File: src/rtl/uart_tx_10b_if.sv
// Signal bundle between the flit encoder (master) and the serial transmitter (slave).
interface uart_tx_10b_if #(
    parameter int SYM_W    = 10,
    parameter int MAX_SYMS = 6
) ();
    logic                      start;
    logic [SYM_W*MAX_SYMS-1:0] enc_flit;
    logic                      comma_length_sel;
    logic                      serial_out;
    logic                      busy;
    logic                      done;
    logic                      start_drop;

    modport master (
        output start, enc_flit, comma_length_sel,
        input  serial_out, busy, done, start_drop
    );

    modport slave (
        input  start, enc_flit, comma_length_sel,
        output serial_out, busy, done, start_drop
    );
endinterface

File: src/rtl/uart_tx_10b.sv
// UART-style framer for 10-bit encoded symbols: start, 10 data bits LSB first, stop.
// Define UART_TX_PARITY_EN to insert an even-parity bit between data and stop.
module uart_tx_10b #(
    parameter int CLKS_PER_BIT = 4,
    parameter int SYM_W        = 10,
    parameter int MAX_SYMS     = 6
) (
    input  logic           CLK,
    input  logic           RST,
    uart_tx_10b_if.slave   bus
);
    localparam int CNT_W  = (CLKS_PER_BIT > 1) ? $clog2(CLKS_PER_BIT) : 1;
    localparam int BIT_W  = (SYM_W > 1) ? $clog2(SYM_W) : 1;
    localparam int SYM_CW = (MAX_SYMS > 1) ? $clog2(MAX_SYMS) : 1;

    typedef enum logic [2:0] {
        S_IDLE,
        S_START,
        S_DATA,
`ifdef UART_TX_PARITY_EN
        S_PARITY,
`endif
        S_STOP,
        S_DONE
    } state_t;

    state_t                    state_q, state_d;
    logic [CNT_W-1:0]          cnt_q;
    logic [BIT_W-1:0]          bit_q;
    logic [SYM_CW-1:0]         sym_q;
    logic [SYM_CW-1:0]         last_q;
    logic [SYM_W*MAX_SYMS-1:0] flit_q;
    logic [SYM_W-1:0]          sym_cur;
    logic                      bit_end;
    logic                      accept;
    logic                      serial_d;
    logic                      busy_d;
    logic                      done_d;

    // The current symbol always sits in the low slot; the flit shifts down per symbol.
    assign sym_cur = flit_q[SYM_W-1:0];
    assign bit_end = (cnt_q == CNT_W'(CLKS_PER_BIT - 1));

    always_comb begin
        state_d  = state_q;
        accept   = 1'b0;
        serial_d = 1'b1;
        busy_d   = 1'b1;
        done_d   = 1'b0;
        case (state_q)
            S_IDLE, S_DONE: begin
                busy_d = 1'b0;
                done_d = (state_q == S_DONE);
                if (bus.start) begin
                    accept  = 1'b1;
                    state_d = S_START;
                end else begin
                    state_d = S_IDLE;
                end
            end
            S_START: begin
                serial_d = 1'b0;
                if (bit_end) state_d = S_DATA;
            end
            S_DATA: begin
                serial_d = sym_cur[bit_q];
                if (bit_end && bit_q == BIT_W'(SYM_W - 1)) begin
`ifdef UART_TX_PARITY_EN
                    state_d = S_PARITY;
`else
                    state_d = S_STOP;
`endif
                end
            end
`ifdef UART_TX_PARITY_EN
            S_PARITY: begin
                serial_d = ^sym_cur;
                if (bit_end) state_d = S_STOP;
            end
`endif
            S_STOP: begin
                serial_d = 1'b1;
                if (bit_end) state_d = (sym_q == last_q) ? S_DONE : S_START;
            end
            default: begin
                state_d = S_IDLE;
                busy_d  = 1'b0;
            end
        endcase
    end

    always_ff @(posedge CLK) begin
        if (RST) begin
            state_q <= S_IDLE;
            cnt_q   <= '0;
            bit_q   <= '0;
            sym_q   <= '0;
            last_q  <= '0;
            flit_q  <= '0;
        end else begin
            state_q <= state_d;
            if (accept) begin
                flit_q <= bus.enc_flit;
                last_q <= bus.comma_length_sel ? SYM_CW'(MAX_SYMS - 1) : '0;
                sym_q  <= '0;
                cnt_q  <= '0;
                bit_q  <= '0;
            end else if (state_q != S_IDLE && state_q != S_DONE) begin
                cnt_q <= bit_end ? '0 : cnt_q + 1'b1;
                if (state_q == S_DATA && bit_end)
                    bit_q <= (bit_q == BIT_W'(SYM_W - 1)) ? '0 : bit_q + 1'b1;
                if (state_q == S_STOP && bit_end && sym_q != last_q) begin
                    sym_q  <= sym_q + 1'b1;
                    flit_q <= flit_q >> SYM_W;
                end
            end
        end
    end

    assign bus.serial_out = serial_d;
    assign bus.busy       = busy_d;
    assign bus.done       = done_d;
    assign bus.start_drop = bus.start & busy_d;
endmodule

File: src/flat_wrapper.sv
// flat-port wrapper written by rule: the top's interface ports become plain ports
module uart_tx_10b_flat 
#(
    parameter int CLKS_PER_BIT = 4,
    parameter int SYM_W        = 10,
    parameter int MAX_SYMS     = 6
)
  (CLK, RST, bus_start, bus_enc_flit, bus_comma_length_sel, bus_serial_out, bus_busy, bus_done, bus_start_drop);
  uart_tx_10b_if #(.SYM_W(SYM_W), .MAX_SYMS(MAX_SYMS)) bus_i ();
  input  logic CLK;
  input  logic RST;
  input wire logic [$bits(bus_i.start)-1:0] bus_start;
  input wire logic [$bits(bus_i.enc_flit)-1:0] bus_enc_flit;
  input wire logic [$bits(bus_i.comma_length_sel)-1:0] bus_comma_length_sel;
  output wire logic [$bits(bus_i.serial_out)-1:0] bus_serial_out;
  output wire logic [$bits(bus_i.busy)-1:0] bus_busy;
  output wire logic [$bits(bus_i.done)-1:0] bus_done;
  output wire logic [$bits(bus_i.start_drop)-1:0] bus_start_drop;
  assign bus_i.start = bus_start;
  assign bus_i.enc_flit = bus_enc_flit;
  assign bus_i.comma_length_sel = bus_comma_length_sel;
  assign bus_serial_out = bus_i.serial_out;
  assign bus_busy = bus_i.busy;
  assign bus_done = bus_i.done;
  assign bus_start_drop = bus_i.start_drop;
  uart_tx_10b #(.CLKS_PER_BIT(CLKS_PER_BIT), .SYM_W(SYM_W), .MAX_SYMS(MAX_SYMS)) u_core (.CLK(CLK), .RST(RST), .bus(bus_i));
endmodule
File: config.mk
export PLATFORM = sky130hd
export DESIGN_NAME = uart_tx_10b_flat
export DESIGN_NICKNAME = d
export VERILOG_FILES = /design/src/rtl/uart_tx_10b_if.sv /design/src/rtl/uart_tx_10b.sv /design/src/flat_wrapper.sv
export SDC_FILE = /design/constraint.sdc
export NUM_CORES = 1
export LEC_CHECK = 0
export BUFFER_PORTS_ARGS = -buffer_cell sky130_fd_sc_hd__buf_2
export CORE_ASPECT_RATIO = 1.75
export CORE_MARGIN = 3
export CORE_UTILIZATION = 59
export DETAILED_ROUTE_END_ITERATION = 7
export GPL_TIMING_DRIVEN = 0
export PLACE_DENSITY = 0.91
export SYNTH_ARGS = -nofsm -noshare
export SYNTH_HDL_FRONTEND = slang
export SYNTH_SLANG_ARGS = --single-unit
File: constraint.sdc
create_clock -name CLK -period 5.61 [get_ports CLK]
set_input_delay 1.683 -clock CLK [delete_from_list [all_inputs] [get_ports CLK]]
set_output_delay 1.683 -clock CLK [all_outputs]
set_load 0.005 [all_outputs]
==> results.py <==
metrics = {
    "clocking": {
        "root_buffer": "clkbuf_8",
        "cts_setup_buffers": 0,
        "ctsResizeCount": 0,
        "clk_pin_slew_ns": 0.08,
        "h-tree-depth": 3,
        "insertion_delay_ns": 0.35,
        "cts_tree": "yes",
        "cts_hold_buf": 0,
        "clock_path_buffers": 2,
        "cts_made_buffers": 9,
        "cts_sinks": 73,
    },
    "finish": {
        "drive_gt1_frac": 0.310,
        "layout_common_cells": "nor2_1, buf_2, dfxtp_1",
        "final_util": 0.744,
        "layout_commonest_cell": "nor2_1",
        "syn_to_final_growth_pct": 19.2,
        "nNetsFinal": 552,
        "diodes": 0,
    },
    "sta": {
        "worst_pin_slew_ns": 0.738,
        "hold_viol_final": 0,
        "slew_headroom": 0.508,
        "timing.hold.ws_ns": 0.465,
        "final-setup-viol-count": 0,
        "maxSlewViolCount": 0,
        "final.setup.tns_ns": 0,
        "fin_crit_sh": 0.665,
        "rsz0062_at_grt": "no",
        "fmax_mhz": 268,
        "fin_crit_ns": 3.73,
        "fin_skew_ns": 0.0108,
    },
    "power_and_ir_drop": {
        "ir_drop_mv": 0.214,
        "p_leak_nw": 1.76,
        "power_density_nw_per_um2": 307,
    },
    "floorplan": {
        "core_sq_um": 5720,
        "num_rows": 36,
        "die_area_sq_um": 7060,
        "pin_count": 68,
        "start_util": 0.624,
        "die_w_microns": 64.8,
        "die_h_microns": 109,
    },
    "global_route": {
        "grt_overflow": 0,
        "grt_pass1_wl_microns": 14300,
        "grt_max_degree": 13,
        "grt_pass1_vias": 3190,
        "track_usage": 0.266,
        "antenna_found_initial": 0,
    },
    "setup_path": {
        "r2r_end": "u_core.flit_q[13]",
        "timing.critical_path.slowest_cell_delay_ns": 0.12,
        "worstSetupPathType": "in -> out",
        "r2r_slack_ns": 3.56,
        "cp_data_arrival_time_ns": 2.05,
        "critPathLaunchType": "input port",
        "worst-r2r-cell-count": 5,
        "cpMaxStageDelayCell": "buf_2",
        "cp_data_required_time_ns": 3.93,
        "end_kind": "primary output",
        "crit_start": "bus_start",
        "cpMostUsedCell": "buf_2",
        "worst-path-max-fanout": 3,
        "crit_chain": "buf_2 > and2_1 > buf_2",
        "r2r-start": "u_core.state_q[1]",
    },
    "route": {
        "ant_nets": 0,
        "vias": 3228,
        "via_per_inst": 5.69,
        "drc": 0,
        "routed_wl_microns": 8990,
        "wl_per_cell_microns": 15.8,
        "firstDrtPassIters": 5,
        "drt_iter0_drc": 205,
    },
    "min_path": {
        "hp-class": "reg -> reg",
        "min_from": "u_core.cnt_q[1]",
        "min_path_cells": 2,
        "worstHoldEndpoint": "u_core.cnt_q[1]",
    },
    "synth": {
        "yosys_warnings": 0,
        "synth_area_leader_cell": "dfxtp_1",
        "ys_ff_latch": 73,
        "ys_seq_area_frac": 0.409,
        "synth_top_area_frac": 0.409,
        "avgSynthCellArea_sq_um": 8.73,
        "yosysUniqueCellTypes": 37,
        "synth_area_leaders": "dfxtp_1, a2111oi_2, nor2_1",
        "syn_nets": 475,
        "syn_area_sq_um": 3570,
        "synth_cells": 409,
    },
    "place": {
        "port_buffers": 66,
        "hpwl_microns": 6530,
        "gp_congestion": 0.880,
    },
    "run_status": {
        "status": "completed",
    },
    "run": {
        "drv_cap": 0,
    },
}
## how the worst max path moves through the flow
| stage | endpoint | cells after the start |
|---|---|---|
| finish | bus_start_drop | 3 |
| global placement | bus_start_drop | 3 |
| floorplan | bus_start_drop | 1 |
| global route | bus_serial_out | 5 |
| CTS | bus_start_drop | 3 |
| detailed placement | bus_start_drop | 3 |
## metrics by stage
stage                     cell area [sq um]  power [mW]  instances  worst slack, ns
final                                  4260        1.31        567             1.88
after global routing                   4260        1.35        567             1.82
after CTS                              4260        1.31        567             1.88
after detailed placement               4000       0.781        551             1.88
after global placement                 4000       0.770        551             1.90
after floorplan                        3570       0.723        409             2.12
## routing by layer
layer / global-route usage / routed length [microns] / vias up
met2: 0.511 / 5000 / 101
met5: 0 / 0 / -
met4: 0.159 / 359 / 0
li1: - / - / 1585
met3: 0.0495 / 398 / 30
met1: 0.254 / 3220 / 1512
## final cells by class
class / count / area, sq um
tap: 76 / 95.1
buffer: 36 / 189
sequential: 73 / 1460
clock buffer: 11 / 131
clock inverter: 5 / 128
inverter: 3 / 11.3
fill: 412 / 1460
multi-input combinational: 297 / 1910
timing repair buffer: 66 / 330
## worst max-delay path: cells and delay by family
kind          cells  cell delay (ns)
buf+inv           2             0.24
simple gates      1             0.12
## flip-flops by register name, indices dropped and copies added, names as in the netlist
name / count
u_core.sym_q: 3
u_core.flit_q: 60
u_core.cnt_q: 2
u_core.bit_q: 4
u_core.state_q: 3
u_core.last_q: 1
## cells in the mapped netlist, drive strengths merged
library cell    n
nand2          19
or2             2
a31oi           1
nor4            1
nor3            2
xnor2           1
a2111oi        50
mux4            2
nand3          11
nor2b           1
nand3b          1
a22oi           1
or4             1
dfxtp          73
and4            1
inv             3
a21oi          16
nand2b          1
clkbuf         20
buf            16
xor2            3
o21ai           3
mux2i           3
o22ai           2
nor3b           1
and4bb          1
nor2          161
nand4b          3
and2            3
or3             1
o21bai          1
o211ai          1
ha              2
or3b            1
## report_power, final
part	switching [mW]	leakage (nW)	internal (mW)	total (mW)
clock network	0.191	0.124	0.341	0.532
registers	0.0240	0.602	0.560	0.584
logic	0.106	1.03	0.0847	0.191
total	0.321	1.76	0.986	1.31
## cell families after synthesis
kind of cell,after synthesis,share of synthesized area
muxes,5,0.0210
DFF,73,0.409
xor gates and xnor gates,4,0.00981
adders and majority gates,2,0.00700
AOI/OAI and AO/OA,75,0.244
buffers and inverters,39,0.0560
and+or+nand+nor,211,0.253
(Power assumes the default switching activity.)
